==> config.mk <==
export PLATFORM = sky130hd
export DESIGN_NAME = main_host_sequencer
export DESIGN_NICKNAME = d
export VERILOG_FILES = /design/src/rtl/main_host_sequencer.sv
export SDC_FILE = /design/constraint.sdc
export NUM_CORES = 1
export LEC_CHECK = 0
export ABC_AREA = 1
export ABC_CLOCK_PERIOD_IN_PS = 2000
export CORE_AREA = 2 2 122 124
export DETAILED_ROUTE_END_ITERATION = 8
export DIE_AREA = 0 0 124 126
export PLACE_DENSITY = 0.77
export SYNTH_ARGS = -nofsm -noshare
export SYNTH_HDL_FRONTEND = slang
export SYNTH_SLANG_ARGS = --single-unit
==> constraint.sdc <==
create_clock -name clk -period 2 [get_ports clk]
set_input_delay 0.4 -clock clk [delete_from_list [all_inputs] [get_ports clk]]
set_output_delay 0.4 -clock clk [all_outputs]
set_load 0.03 [all_outputs]
==> src/rtl/main_host_sequencer.sv <==
`default_nettype none
// ============================================================================
//  Module   : main_host_sequencer
//  Purpose  : Host-side initiator for the main command/in/out stream protocol.
//             Sends one command word, then concurrently streams a programmed
//             number of 64-bit words src->in and out->sink with zero-latency
//             pass-through (no buffering), then pulses done.
//  Ports    : clk, rst (async active-low)
//             start/start_cmd/in_words/out_words : transaction request
//             busy/done                          : transaction status
//             cmd/cmd_isReady/cmd_canReceive     : command channel to main
//             in/in_isReady/in_canReceive        : data channel to main
//             out/out_isReady/out_canReceive     : data channel from main
//             src_*                              : word source
//             sink_*                             : word sink
//  Revision : 1.0 - initial release
// ============================================================================
module main_host_sequencer #(
   parameter int CMD_W      = 8,
   parameter int CNT_W      = 14,
   parameter bit SWAP_BYTES = 1'b1
) (
   input  logic             clk,
   input  logic             rst,
   input  logic             start,
   input  logic [CMD_W-1:0] start_cmd,
   input  logic [CNT_W-1:0] in_words,
   input  logic [CNT_W-1:0] out_words,
   output logic             busy,
   output logic             done,
   output logic [CMD_W-1:0] cmd,
   output logic             cmd_isReady,
   input  logic             cmd_canReceive,
   output logic [63:0]      in,
   output logic             in_isReady,
   input  logic             in_canReceive,
   input  logic [63:0]      out,
   input  logic             out_isReady,
   output logic             out_canReceive,
   input  logic [63:0]      src_data,
   input  logic             src_isReady,
   output logic             src_canReceive,
   output logic [63:0]      sink_data,
   output logic             sink_isReady,
   input  logic             sink_canReceive
);

   localparam logic [1:0] S_IDLE   = 2'd0;
   localparam logic [1:0] S_CMD    = 2'd1;
   localparam logic [1:0] S_STREAM = 2'd2;
   localparam logic [1:0] S_DONE   = 2'd3;

   logic [1:0]       state;
   logic [CMD_W-1:0] cmd_q;
   logic [CNT_W-1:0] in_rem;
   logic [CNT_W-1:0] out_rem;

   logic streaming;
   logic in_pending;
   logic out_pending;
   logic in_xfer;
   logic out_xfer;

   assign streaming   = (state == S_STREAM);
   assign in_pending  = (in_rem != '0);
   assign out_pending = (out_rem != '0);

   // Handshakes are pure pass-through gated by the remaining count, so the
   // two directions progress independently and main can never deadlock.
   assign in_isReady     = streaming & src_isReady & in_pending;
   assign src_canReceive = streaming & in_canReceive & in_pending;
   assign sink_isReady   = streaming & out_isReady & out_pending;
   assign out_canReceive = streaming & sink_canReceive & out_pending;

   assign in_xfer  = in_isReady & in_canReceive;
   assign out_xfer = sink_isReady & sink_canReceive;

   assign busy        = (state != S_IDLE);
   assign done        = (state == S_DONE);
   assign cmd_isReady = (state == S_CMD);
   assign cmd         = cmd_q;

   generate
      if (SWAP_BYTES) begin : g_swap
         for (genvar k = 0; k < 8; k++) begin : g_byte
            assign in[8*k +: 8]        = src_data[8*(7-k) +: 8];
            assign sink_data[8*k +: 8] = out[8*(7-k) +: 8];
         end
      end else begin : g_noswap
         assign in        = src_data;
         assign sink_data = out;
      end
   endgenerate

   always_ff @(posedge clk or negedge rst) begin
      if (!rst) begin
         state   <= S_IDLE;
         cmd_q   <= '0;
         in_rem  <= '0;
         out_rem <= '0;
      end else begin
         case (state)
            S_IDLE: begin
               if (start) begin
                  cmd_q   <= start_cmd;
                  in_rem  <= in_words;
                  out_rem <= out_words;
                  state   <= S_CMD;
               end
            end
            S_CMD: begin
               if (cmd_canReceive) begin
                  state <= S_STREAM;
               end
            end
            S_STREAM: begin
               // Completion is judged on the registered counts, so the edge
               // that consumes the last word is followed by one more cycle.
               if (!in_pending && !out_pending) begin
                  state <= S_DONE;
               end else begin
                  if (in_xfer) begin
                     in_rem <= in_rem - CNT_W'(1);
                  end
                  if (out_xfer) begin
                     out_rem <= out_rem - CNT_W'(1);
                  end
               end
            end
            S_DONE: begin
               state <= S_IDLE;
            end
            default: begin
               state <= S_IDLE;
            end
         endcase
      end
   end

endmodule
`default_nettype wire

Word-level counts from Yosys, hierarchy flattened
Index checks and enable logic that the tools add are counted.
{"block": "totals", "ff_bits": 38, "inputBits": 172, "out_inout_bits": 143, "word_cells": 49}
{"block": "classes", "addsub": 2, "eq_ne": 9, "n_mux": 12, "bitwise": 10, "reduce_logical": 12}
{"operator": "two-way mux 14 bit", "count": 6}
{"operator": "one-hot mux 14 bit (2 select lines)", "count": 2}
{"operator": "nonzero test 14 bit", "count": 2}
{"operator": "subtractor 14 x 1 -> 14 bit (second input constant)", "count": 2}
{"operator": "AND 1 bit", "count": 10}
{"operator": "inequality test 2 x 1 -> 1 bit (second input constant)", "count": 4}
{"operator": "one-hot mux 2 bit (4 select lines)", "count": 1}
{"operator": "AND reduction 4 bit", "count": 2}
{"operator": "two-way mux 2 bit", "count": 3}
{"operator": "equality test 2 bit (second input constant)", "count": 2}
{"operator": "inequality test 2 bit (second input constant)", "count": 2}
{"operator": "nonzero test 2 bit", "count": 2}
{"operator": "AND reduction 3 bit", "count": 1}
{"operator": "equality test 2 x 1 -> 1 bit (second input constant)", "count": 1}
{"operator": "logical NOT 1 bit", "count": 2}
{"operator": "logical NOT 2 bit", "count": 1}
{"operator": "AND reduction 2 bit", "count": 1}
{"operator": "logical AND 1 bit", "count": 1}

Depth between registers and ports, before layout
{"block": "depth", "depth_word": 7, "depth_mapped": 12, "depth_no_buf": 12}

Worst setup path after synthesis
No wires, ideal clock.
{"block": "synth_path", "kind": "register -> output", "startpoint": "register state[0]", "endpoint": "output port src_canReceive", "arrival_ns": 1.520, "required_ns": 1.600, "path_slack_ns": 0.080, "stages_incl_launch_ff": 7, "path_buffers": 2, "cell_sequence": "dfrtp_1 inv_1 ha_1 buf_4 buf_2 nand2_1 nor2_1"}
{"block": "synth_between", "elab_chain_cells": 3}
{"item": "start, declared", "line_no": "53", "rtl": "logic [1:0] state;"}
{"item": "start signal, assigned", "line_no": "97", "rtl": "state <= S_IDLE;"}
{"item": "start signal, assigned", "line_no": "108", "rtl": "state <= S_CMD;"}
{"item": "start signal, assigned", "line_no": "113", "rtl": "state <= S_STREAM;"}
{"item": "equality test 2 bit", "line_no": "64", "rtl": "assign streaming = (state == S_STREAM);"}
{"item": "AND 1 bit (2 in a row)", "line_no": "71", "rtl": "assign src_canReceive = streaming & in_canReceive & in_pending;"}
{"item": "end, declared", "line_no": "42", "rtl": "output logic src_canReceive,"}
Every way passes these cells.

Worst setup path in the final report
{"block": "layout_path", "startpoint": "register state[0]", "endpoint": "output port in_isReady"}
{"block": "layout_between", "elab_chain_cells": 3}
{"item": "equality test 2 bit", "line_no": "64"}
{"item": "AND 1 bit (2 in a row)", "line_no": "70", "rtl": "assign in_isReady = streaming & src_isReady & in_pending;"}
{"item": "end, declared", "line_no": "35", "rtl": "output logic in_isReady,"}
Every way passes these cells.

==> flow_summary.toml <==
[floorplanning]
core_sq_um = 14300
start_util_pct = 25.6
rows = 44
io_pins = 315
die_area_sq_um = 15600
die_h_microns = 126
dieWidth_microns = 124

[worst_setup_path]
cp-start-kind = "register"
crit_top_cell = "buf_12"
cp.buffers_inverters = 3
cp.arrival_ns = 1.53
max_stage_delay_ns = 0.38
critPathKind = "reg2out"
cp_top_family = "buffers and inverters"
crit_fanout = 11
crit_path_end_kind = "output pin"
crit_path_top_delay_cell = "dfrtp_1"
cp_cell_sequence = "inv_2 > ha_4 > buf_12 > nand2_1 > a21oi_2 > buf_12"
worstPathRequired_ns = 1.60

[clock_network]
root_buffer = "clkbuf_16"
cts_buffers = 5
clk_latency_ns = 0.29
clock_path_buffers = 2
cts_tree = "yes"
clk_pin_slew_worst_paths_ns = 0.06
holdBufCountCts = 0
htree_levels = 2
cts_num_sinks = 38

[final_layout]
final_nets = 661
fill_cells = 1552
area_growth_pct = 7.98
drive_gt1_share_pct = 15.9
antenna_cells = 0

[run]
cap_violations = 0

[synth]
syn-instance-count = 537
synth_warnings = 0
synth.distinct_cells = 31
synth_edf_count = 0
synth_area_sq_um = 3670
async_flop_share_pct = 100
synth_common_cells = "166 x nand2_1, 129 x buf_4, 54 x nor2_1"
synth_area_leaders = "buf_4 26%, dfrtp_1 26%, nand2_1 17%"
synth_ff_type = "dfrtp_1"
syn_nets = 716
yosysSeqAreaShare_pct = 25.9
yosysTopAreaCell = "buf_4"
yosys.area.top_type_share_pct = 26.4
avgSynthCellArea_sq_um = 6.83
synth_most_common_cell = "nand2_1"
synth-seq-cells = 38

[detailed_routing]
ant_nets = 0
drc = 0
wl_mm = 9.44
drt-wirelength-per-cell_microns = 14.2
first_pass_iters = 4
vias = 2945
via_per_inst = 4.42
initialDrtViolationCount = 86

[sta]
max_freq_mhz = 518
hold_slack_ns = 0.171
setup_viol = 0
tns_ns = 0
post-route-period-util_pct = 96.4
min_period_ns = 1.93
hold_viol_final = 0
finalClockSkew_ns = 0.00771
max_slew.worst_pin.slew_ns = 0.567
report.final.slew_viol_count = 0
relSlewSlack_pct = 62.2

[power_and_ir_drop]
p_leak_nw = 1.92
netSwitchingPower_w = 0.00313
vdd_drop_max_v = 0.000623
seqPwrFrac_pct = 23.4
p_per_area_nw_per_um2 = 1690
p_sw_share_pct = 46.8
p_int_w = 0.00355
clkPwrFrac_pct = 16.3
p_comb_share_pct = 60.2

[global_routing]
antenna_found_initial = 0
grt_overflow = 0
grt_pass1_vias = 2888
grt_pass1_wl_mm = 14.7
grt_max_degree = 39
grt_usage_pct = 12.1

[placement]
gp_congestion = 0.849
port_buffers = 58
hpwl_mm = 6.73

[outcome]
status = "finished, final reports clean"

[min_path]
hp-class = "in2async"
==> layout by cell type (no fill, tap or decap), types with 2 or more instances in the layout <==
cell and instances:
nand2_1 162, clkdlybuf4s50_1 50, nor2_1 48, nand3_1 39
dfrtp_1 37, inv_1 35, buf_4 17, o21ai_0 12
mux2_2 8, nand2_2 7, nor2_4 6, inv_2 5
nand2_4 5, a21oi_1 5, clkbuf_16 5, buf_12 5
ha_1 4, nor2_2 3, a21oi_4 3, o21bai_1 3
ha_4 3, a21oi_2 2, nand3b_1 2, bufinv_16 2
dlygate4sd2_1 2
==> state kept, by name, summed over array words and instances, names as in the netlist <==
signal	cells
in_rem	14
out_rem	14
cmd	8
state	2
==> path summary, 6_finish.rpt <==
kind                                     endpoint  depth (start not counted)                   start  slack [ns]
max in group asynchronous   in_rem[4]$_DFFE_PN0P_                          2                     rst        1.40
hold / removal              in_rem[2]$_DFFE_PN0P_                          2                     rst        0.17
setup / recovery                       in_isReady                          6    state[0]$_DFFE_PN0P_        0.07
hold reg to reg            out_rem[1]$_DFFE_PN0P_                          2  out_rem[1]$_DFFE_PN0P_        0.49
min in group clk           out_rem[1]$_DFFE_PN0P_                          2  out_rem[1]$_DFFE_PN0P_        0.49
setup reg to reg           out_rem[6]$_DFFE_PN0P_                          9    state[1]$_DFFE_PN0P_        0.18
==> through the flow <==
step / std cells / total power [W] / setup WS (ns) / area [sq um] / util [%]
3_5_place_dp: 651 / 0.00525 / 0.119 / 3580 / 25.0
5_1_grt: 667 / 0.00733 / -0.00982 / 3960 / 27.7
4_1_cts: 660 / 0.00656 / 0.00850 / 3860 / 27.0
6_report: 667 / 0.00668 / 0.0713 / 3960 / 27.7
3_3_place_gp: 651 / 0.00516 / 0.122 / 3580 / 25.0
2_1_floorplan: 537 / 0.00457 / 0.0804 / 3670 / -
==> power by group through the flow <==
stage	logic [W]	registers, W	clock network, W
2_1_floorplan	0.00294	0.00163	0
3_3_place_gp	0.00363	0.00154	0
3_5_place_dp	0.00369	0.00156	0
4_1_cts	0.00387	0.00156	0.00113
5_1_grt	0.00453	0.00163	0.00116
6_report	0.00403	0.00157	0.00109
==> cells by family (layout without fill, tap and decap cells) <==
logic type / Yosys count / count (layout) / synth area share (%)
XOR/XNOR: 1 / 1 / 0.239
flip-flops: 38 / 38 / 25.9
adder cells (fa/ha/maj): 7 / 7 / 2.39
buffers and inverters: 178 / 124 / 31.9
multiplexers: 8 / 8 / 2.46
AND/OR/NAND/NOR: 277 / 277 / 32.0
AO/OA/AOI/OAI: 28 / 28 / 5.02
==> routing by layer <==
metal	vias up	track usage, %	routed length [microns]	share of wire (%)
li1	1417	-	-	-
met1	1298	14.6	3780	40
met4	0	8.39	619	6.6
met2	148	17.2	4000	42
met3	82	5.30	1040	11
met5	-	0	0	0
==> final cells by class <==
| class | instances | area, sq um | share of cell area (%) |
|---|---|---|---|
| clock buffer | 6 | 139 | 3.51 |
| clock inverter | 2 | 60.1 | 1.52 |
| inverter | 40 | 150 | 3.79 |
| multi-input combinational | 321 | 1650 | 41.5 |
| sequential | 38 | 952 | 24.0 |
| tap | 184 | 230 | 5.81 |
| timing repair buffer | 76 | 783 | 19.8 |
==> timing repair <==
item                                   in CTS  in global routing
gates resized for setup                    20                 10
endpoints found under the hold margin       0                  0
pin swaps                                   0                  5
setup endpoints to repair                   5                 32
cloned                                      1                  0
buffers inserted                            0                  7
Note: power is estimated with default switching activity, not from simulation.
